$ cat config.mk
export PLATFORM = sky130hd
export DESIGN_NAME = secure_serdes_decryptor_core
export DESIGN_NICKNAME = d
export VERILOG_FILES = /design/src/rtl/secure_serdes_pkg.sv /design/src/rtl/serdes_rx_shifter.sv /design/src/rtl/secure_serdes_decryptor_core.sv
export SDC_FILE = /design/constraint.sdc
export NUM_CORES = 1
export LEC_CHECK = 0
export ABC_AREA = 1
export BUFFER_PORTS_ARGS = -buffer_cell sky130_fd_sc_hd__buf_2
export CORE_MARGIN = 5
export CORE_UTILIZATION = 40
export CTS_CLUSTER_DIAMETER = 120
export DETAILED_ROUTE_END_ITERATION = 16
export GPL_ROUTABILITY_DRIVEN = 0
export HOLD_SLACK_MARGIN = 0.15
export PLACE_DENSITY = 0.83
export SETUP_SLACK_MARGIN = 0.15
export SLEW_MARGIN = 20
export SYNTH_ARGS = -nofsm -noshare
export SYNTH_HDL_FRONTEND = slang
export SYNTH_HIERARCHICAL = 1
export SYNTH_SLANG_ARGS = --single-unit
$ cat constraint.sdc
create_clock -name clk -period 2.92 [get_ports clk]
set_clock_uncertainty 0.05 [all_clocks]
set_input_delay 0.438 -clock clk [delete_from_list [all_inputs] [get_ports clk]]
set_output_delay 0.438 -clock clk [all_outputs]
set_load 0.05 [all_outputs]
$ cat src/rtl/secure_serdes_pkg.sv
// Shared types and constants for the serial XOR decryptor.
// Contents:
//   BYTE_W / CNT_W   frame length and bit-counter width
//   KEY_W_DEFAULT    default key width
//   DEFAULT_KEY      reference key shared with the encryptor side
//   state_t          receive FSM states
//   frame_t          captured cipher/B byte pair
//   decrypt_byte     plain = C ^ B ^ key_byte
package secure_serdes_pkg;

    localparam int unsigned BYTE_W        = 8;
    localparam int unsigned CNT_W         = $clog2(BYTE_W);
    localparam int unsigned KEY_W_DEFAULT = 128;

    localparam logic [KEY_W_DEFAULT-1:0] DEFAULT_KEY =
        128'hA1B2_C3D4_E5F6_0123_4567_89AB_CDEF_1234;

    typedef enum logic [1:0] {
        IDLE    = 2'd0,
        SHIFT   = 2'd1,
        DECRYPT = 2'd2,
        VALID   = 2'd3
    } state_t;

    // One received frame: cipher byte and its matching B byte.
    typedef struct packed {
        logic [BYTE_W-1:0] c;
        logic [BYTE_W-1:0] b;
    } frame_t;

    // Pure bitwise XOR, no carries.
    function automatic logic [BYTE_W-1:0] decrypt_byte(input frame_t            f,
                                                      input logic [BYTE_W-1:0] k);
        return f.c ^ f.b ^ k;
    endfunction

endpackage

$ cat src/rtl/serdes_rx_shifter.sv
// Dual 8-bit MSB-first receive shift register with bit counter.
// Ports:
//   clk, rst_n    clock, async active-low reset
//   clr           synchronous clear of both registers and the counter (wins over shift)
//   shift_en      shift one bit into each register this edge
//   cipher_in     serial cipher bit
//   b_bit         serial B bit, aligned with cipher_in
//   csr, bsr      captured cipher / B bytes
//   last_bit_c    combinational: the current edge takes the 8th sample
module serdes_rx_shifter
    import secure_serdes_pkg::*;
(
    input  logic              clk,
    input  logic              rst_n,
    input  logic              clr,
    input  logic              shift_en,
    input  logic              cipher_in,
    input  logic              b_bit,
    output logic [BYTE_W-1:0] csr,
    output logic [BYTE_W-1:0] bsr,
    output logic              last_bit_c
);

    logic [CNT_W-1:0] bit_cnt;

    // Shift registers and counter; counter wraps 7->0 on the 8th sample.
    always_ff @(posedge clk or negedge rst_n) begin
        if (!rst_n) begin
            csr     <= '0;
            bsr     <= '0;
            bit_cnt <= '0;
        end else if (clr) begin
            csr     <= '0;
            bsr     <= '0;
            bit_cnt <= '0;
        end else if (shift_en) begin
            csr     <= {csr[BYTE_W-2:0], cipher_in};
            bsr     <= {bsr[BYTE_W-2:0], b_bit};
            bit_cnt <= bit_cnt + CNT_W'(1);
        end
    end

    assign last_bit_c = shift_en && (bit_cnt == CNT_W'(BYTE_W - 1));

endmodule

$ cat src/rtl/secure_serdes_decryptor_core.sv
// Receive-side serial XOR decryptor: captures an 8-bit cipher frame and the
// aligned B stream, recovers plain = C ^ B ^ key_byte and offers it on a
// valid/ready interface.
// Ports:
//   clk, rst_n    clock, async active-low reset
//   start         frame start strobe (honoured in IDLE, or in VALID with ready)
//   cipher_in     serial cipher bit, MSB first
//   b_bit         serial B bit, MSB first
//   key           static key
//   plain_byte    recovered byte, stable while plain_valid
//   plain_valid   byte available
//   plain_ready   consumer accept
//   busy          frame being shifted or decrypted
//   overrun       sticky: a start arrived while a byte was pending and unaccepted
// Configuration:
//   SECURE_SERDES_KEY_ROLL_EN  defined: key byte index advances on every frame
//                              (wraps after KEY_W/8 frames); undefined: key[7:0] always.
module secure_serdes_decryptor_core
    import secure_serdes_pkg::*;
#(
    parameter int unsigned KEY_W = KEY_W_DEFAULT
) (
    input  logic              clk,
    input  logic              rst_n,
    input  logic              start,
    input  logic              cipher_in,
    input  logic              b_bit,
    input  logic [KEY_W-1:0]  key,
    output logic [BYTE_W-1:0] plain_byte,
    output logic              plain_valid,
    input  logic              plain_ready,
    output logic              busy,
    output logic              overrun
);

    state_t            state;
    state_t            state_nxt;

    logic [BYTE_W-1:0] csr;
    logic [BYTE_W-1:0] bsr;
    logic              last_bit_c;
    frame_t            rx_frame;
    logic [BYTE_W-1:0] key_byte;

    logic              sh_clr_c;
    logic              sh_en_c;
    logic              load_c;
    logic              ovr_set_c;

    serdes_rx_shifter u_shifter (
        .clk        (clk),
        .rst_n      (rst_n),
        .clr        (sh_clr_c),
        .shift_en   (sh_en_c),
        .cipher_in  (cipher_in),
        .b_bit      (b_bit),
        .csr        (csr),
        .bsr        (bsr),
        .last_bit_c (last_bit_c)
    );

    assign rx_frame.c = csr;
    assign rx_frame.b = bsr;

`ifdef SECURE_SERDES_KEY_ROLL_EN
    localparam int unsigned KEY_BYTES = KEY_W / BYTE_W;
    localparam int unsigned IDX_W     = $clog2(KEY_BYTES);
    localparam int unsigned KSEL_W    = $clog2(KEY_W);

    logic [IDX_W-1:0]  key_idx;
    logic [KSEL_W-1:0] key_lsb;

    // Rolling key index; advances once per decrypted frame.
    always_ff @(posedge clk or negedge rst_n) begin
        if (!rst_n) begin
            key_idx <= '0;
        end else if (load_c) begin
            key_idx <= key_idx + IDX_W'(1);
        end
    end

    assign key_lsb  = KSEL_W'({key_idx, 3'b000});
    assign key_byte = key[key_lsb +: BYTE_W];
`else
    logic unused_key_hi;

    // Fixed-key build: only the low key byte participates.
    assign key_byte      = key[BYTE_W-1:0];
    assign unused_key_hi = ^key[KEY_W-1:BYTE_W];
`endif

    // State register.
    always_ff @(posedge clk or negedge rst_n) begin
        if (!rst_n) begin
            state <= IDLE;
        end else begin
            state <= state_nxt;
        end
    end

    // Next-state logic.
    always_comb begin
        state_nxt = state;
        case (state)
            IDLE: begin
                if (start) begin
                    state_nxt = SHIFT;
                end
            end
            SHIFT: begin
                if (last_bit_c) begin
                    state_nxt = DECRYPT;
                end
            end
            DECRYPT: begin
                state_nxt = VALID;
            end
            VALID: begin
                // Handshake with start goes straight back into SHIFT, no bubble.
                if (plain_ready) begin
                    state_nxt = start ? SHIFT : IDLE;
                end
            end
            default: begin
                state_nxt = IDLE;
            end
        endcase
    end

    // Datapath controls decoded from the current state.
    always_comb begin
        sh_clr_c  = 1'b0;
        sh_en_c   = 1'b0;
        load_c    = 1'b0;
        ovr_set_c = 1'b0;
        case (state)
            IDLE: begin
                sh_clr_c = start;
            end
            SHIFT: begin
                sh_en_c = 1'b1;
            end
            DECRYPT: begin
                load_c = 1'b1;
            end
            VALID: begin
                sh_clr_c  = plain_ready && start;
                ovr_set_c = !plain_ready && start;
            end
            default: begin
                sh_clr_c = 1'b0;
            end
        endcase
    end

    // Registered outputs; valid/busy follow the state being entered.
    always_ff @(posedge clk or negedge rst_n) begin
        if (!rst_n) begin
            plain_byte  <= '0;
            plain_valid <= 1'b0;
            busy        <= 1'b0;
            overrun     <= 1'b0;
        end else begin
            plain_valid <= (state_nxt == VALID);
            busy        <= (state_nxt == SHIFT) || (state_nxt == DECRYPT);
            if (load_c) begin
                plain_byte <= decrypt_byte(rx_frame, key_byte);
            end
            if (ovr_set_c) begin
                overrun <= 1'b1;
            end
        end
    end

endmodule
==> qor.csv <==
metric,value,unit
comb_power_share,48.5,%
cts_tree,built,
hold_viol,0,
fill_cells,402,
ir_drop,0.000792,V
syn-mean-instance-area,7.80,um^2
synth_area_leader_cell,dfrtp_1,
worst_slew_pin_slew,0.703,ns
rsz0062_at_grt,false,
fp.dieH,75.5,um
hold_path_class,input pin to asynchronous set/reset pin,
slowest_stage,dfrtp_1,
swShare,47.5,%
track_usage,13.7,%
antenna_found_initial,0,
synth_top_area_share,46.7,%
viasPerCell,4.87,
grt_max_degree,33,
worstSetupPathType,flop to flop,
grt_first_pass_wirelength,5890,um
wirelength,3430,um
dpl-instance-area,0.00186,mm^2
hpwl,2360,um
final_area,0.00196,mm^2
grt_pass1_vias,1399,
synth.distinct_cells,17,
drtIter0Drc,142,
p_leak,1.06,nW
status,finished clean,
reg2reg_depth,9,
post-route-min-period,2.05,ns
tns,0,ns
cts.sink_count,32,
overflow,0,
port_buffers,24,
ctsResizeCount,0,
num_vias,1450,
wl_per_cell,11.5,um
syn_area,0.00172,mm^2
path_clk_slew,0.07,ns
crit_chain,inv_1 -> ha_1 -> buf_4 -> nand2_1 -> inv_1 -> nor2_1 -> nor2_1 -> o21a_1 -> ha_1,
layout_common_cells,"nand2_1, nand3_1, dfrtp_1, buf_2, inv_1",
powerDensity,1200,mW/mm^2
cts_root_buf,clkbuf_8,
power_frac_seq,33.7,%
antennaDiodeCount,0,
num_io_pins,145,
clkPwrFrac,17.8,%
rows,23,
num-nets-final,389,
die_x,75.5,um
slew_violations,0,
hold_buffers,0,
internal_power,1.23,mW
dieArea,0.00570,mm^2
drt-pass1-iter-count,4,
finalSetupViolations,0,
path_max_fanout,19,
critPathCaptureType,flop,
synthesis.nets,362,
timing.fmax,488,MHz
syn_inst,220,
ys_seq_area_share,46.7,%
mostFrequentLayoutCell,nand2_1,
numCtsBuffers,5,
clock_path_buffers,2,
maxCapViolCount,0,
clock_latency,0.28,ns
multi_input_area,776,um^2
route.detailed.drc,0,
area_growth,14.5,%
timing.slew.headroom,53.1,%
initial_core_util,42.0,%
finalCritPeriodShare,70.2,%
drt.antenna.violating_nets,0,
layout-drive-gt1-share,14.5,%
ys_ff_latch,32,
required,3.04,ns
p_sw,1.12,mW
layout_setup_ws,0.869,ns
arrival,2.17,ns
yosysWarningCount,6,
htreeDepth,2,
slowest_delay,0.44,ns
register_area,801,um^2
critPathLaunchType,flop,
post-cts-setup-buffers,0,
yosys-top-cells-area,"dfrtp_1, nand2_1, nand3_1",
post-place-ws,0.911,ns
core_area,0.00409,mm^2
kinds of logic (layout without fill, tap and decap cells):
logic type | Yosys count | count (layout) | share of synthesized area (%)
buf+inv | 29 | 57 | 8.10
compound gates | 6 | 6 | 2.19
simple gates | 145 | 145 | 37.2
flops | 32 | 32 | 46.7
fa+ha+maj | 8 | 8 | 5.84
cells in the mapped netlist, drive strengths merged:
cell type,count
nand3,37
buf,5
a21oi,1
ha,8
dfrtp,32
nand2,94
o21ai,2
nand3b,8
nor2,6
o21bai,1
inv,24
o21a,2
power by group through the flow:
stage,sequential (mW),combinational [mW],clock (mW)
finish,0.792,1.14,0.419
detailed placement,0.797,1.14,0
CTS,0.791,1.15,0.430
global route,0.819,1.30,0.451
global placement,0.786,1.11,0
floorplan,1.02,0.700,0
stage by stage:
step | hold slack [ns] | power (mW) | std cells | util [%]
after floorplan | 0.0924 | 1.72 | 220 | -
after global placement | 0.408 | 1.89 | 290 | 45.4
after detailed placement | 0.410 | 1.94 | 290 | 45.4
after CTS | 0.175 | 2.37 | 298 | 48.1
after global routing | 0.202 | 2.57 | 298 | 48.1
final | 0.149 | 2.35 | 298 | 48.1
critical path: cells and delay by family, from the launching register on:
| kind | cells | cell delay [ns] |
|---|---|---|
| AOI/OAI and AO/OA | 1 | 0.14 |
| adders and majority gates | 2 | 0.53 |
| buffers and inverters | 3 | 0.50 |
| DFF | 1 | 0.44 |
| and+or+nand+nor | 3 | 0.27 |
final timing paths:
check                                    from                to  slack, ns
worst max-delay path                 state[1]              busy       0.87
worst max register to register       state[1]              busy       0.87
worst min register to register  plain_byte[7]     plain_byte[7]       0.42
min in group clk                        b_bit  u_shifter/bsr[0]       0.36
worst min-delay path                    rst_n       plain_valid       0.15
max in group asynchronous               rst_n  u_shifter/csr[7]       2.22
layout make-up:
class | count | area share, %
clock buffers | 6 | 3.69
clock inverters | 2 | 1.78
inverters | 24 | 4.59
multi-input cells | 159 | 39.5
flip-flops and latches | 32 | 40.8
well taps | 50 | 3.18
repair buffers | 25 | 6.50
state kept, by name, summed over array words and instances (netlist names):
name               count
overrun                1
busy                   1
u_shifter/bsr          8
u_shifter/bit_cnt      3
state                  2
plain_valid            1
plain_byte             8
u_shifter/csr          8
per-layer routing:
metal	up-vias	GRT usage, %	part of all wire [%]
met4	0	5.83	1.3
met1	656	16.7	46
li1	748	-	-
met2	41	21.7	45
met3	5	5.01	7.4
met5	-	0	0
Note: power is estimated with default switching activity, not from simulation.
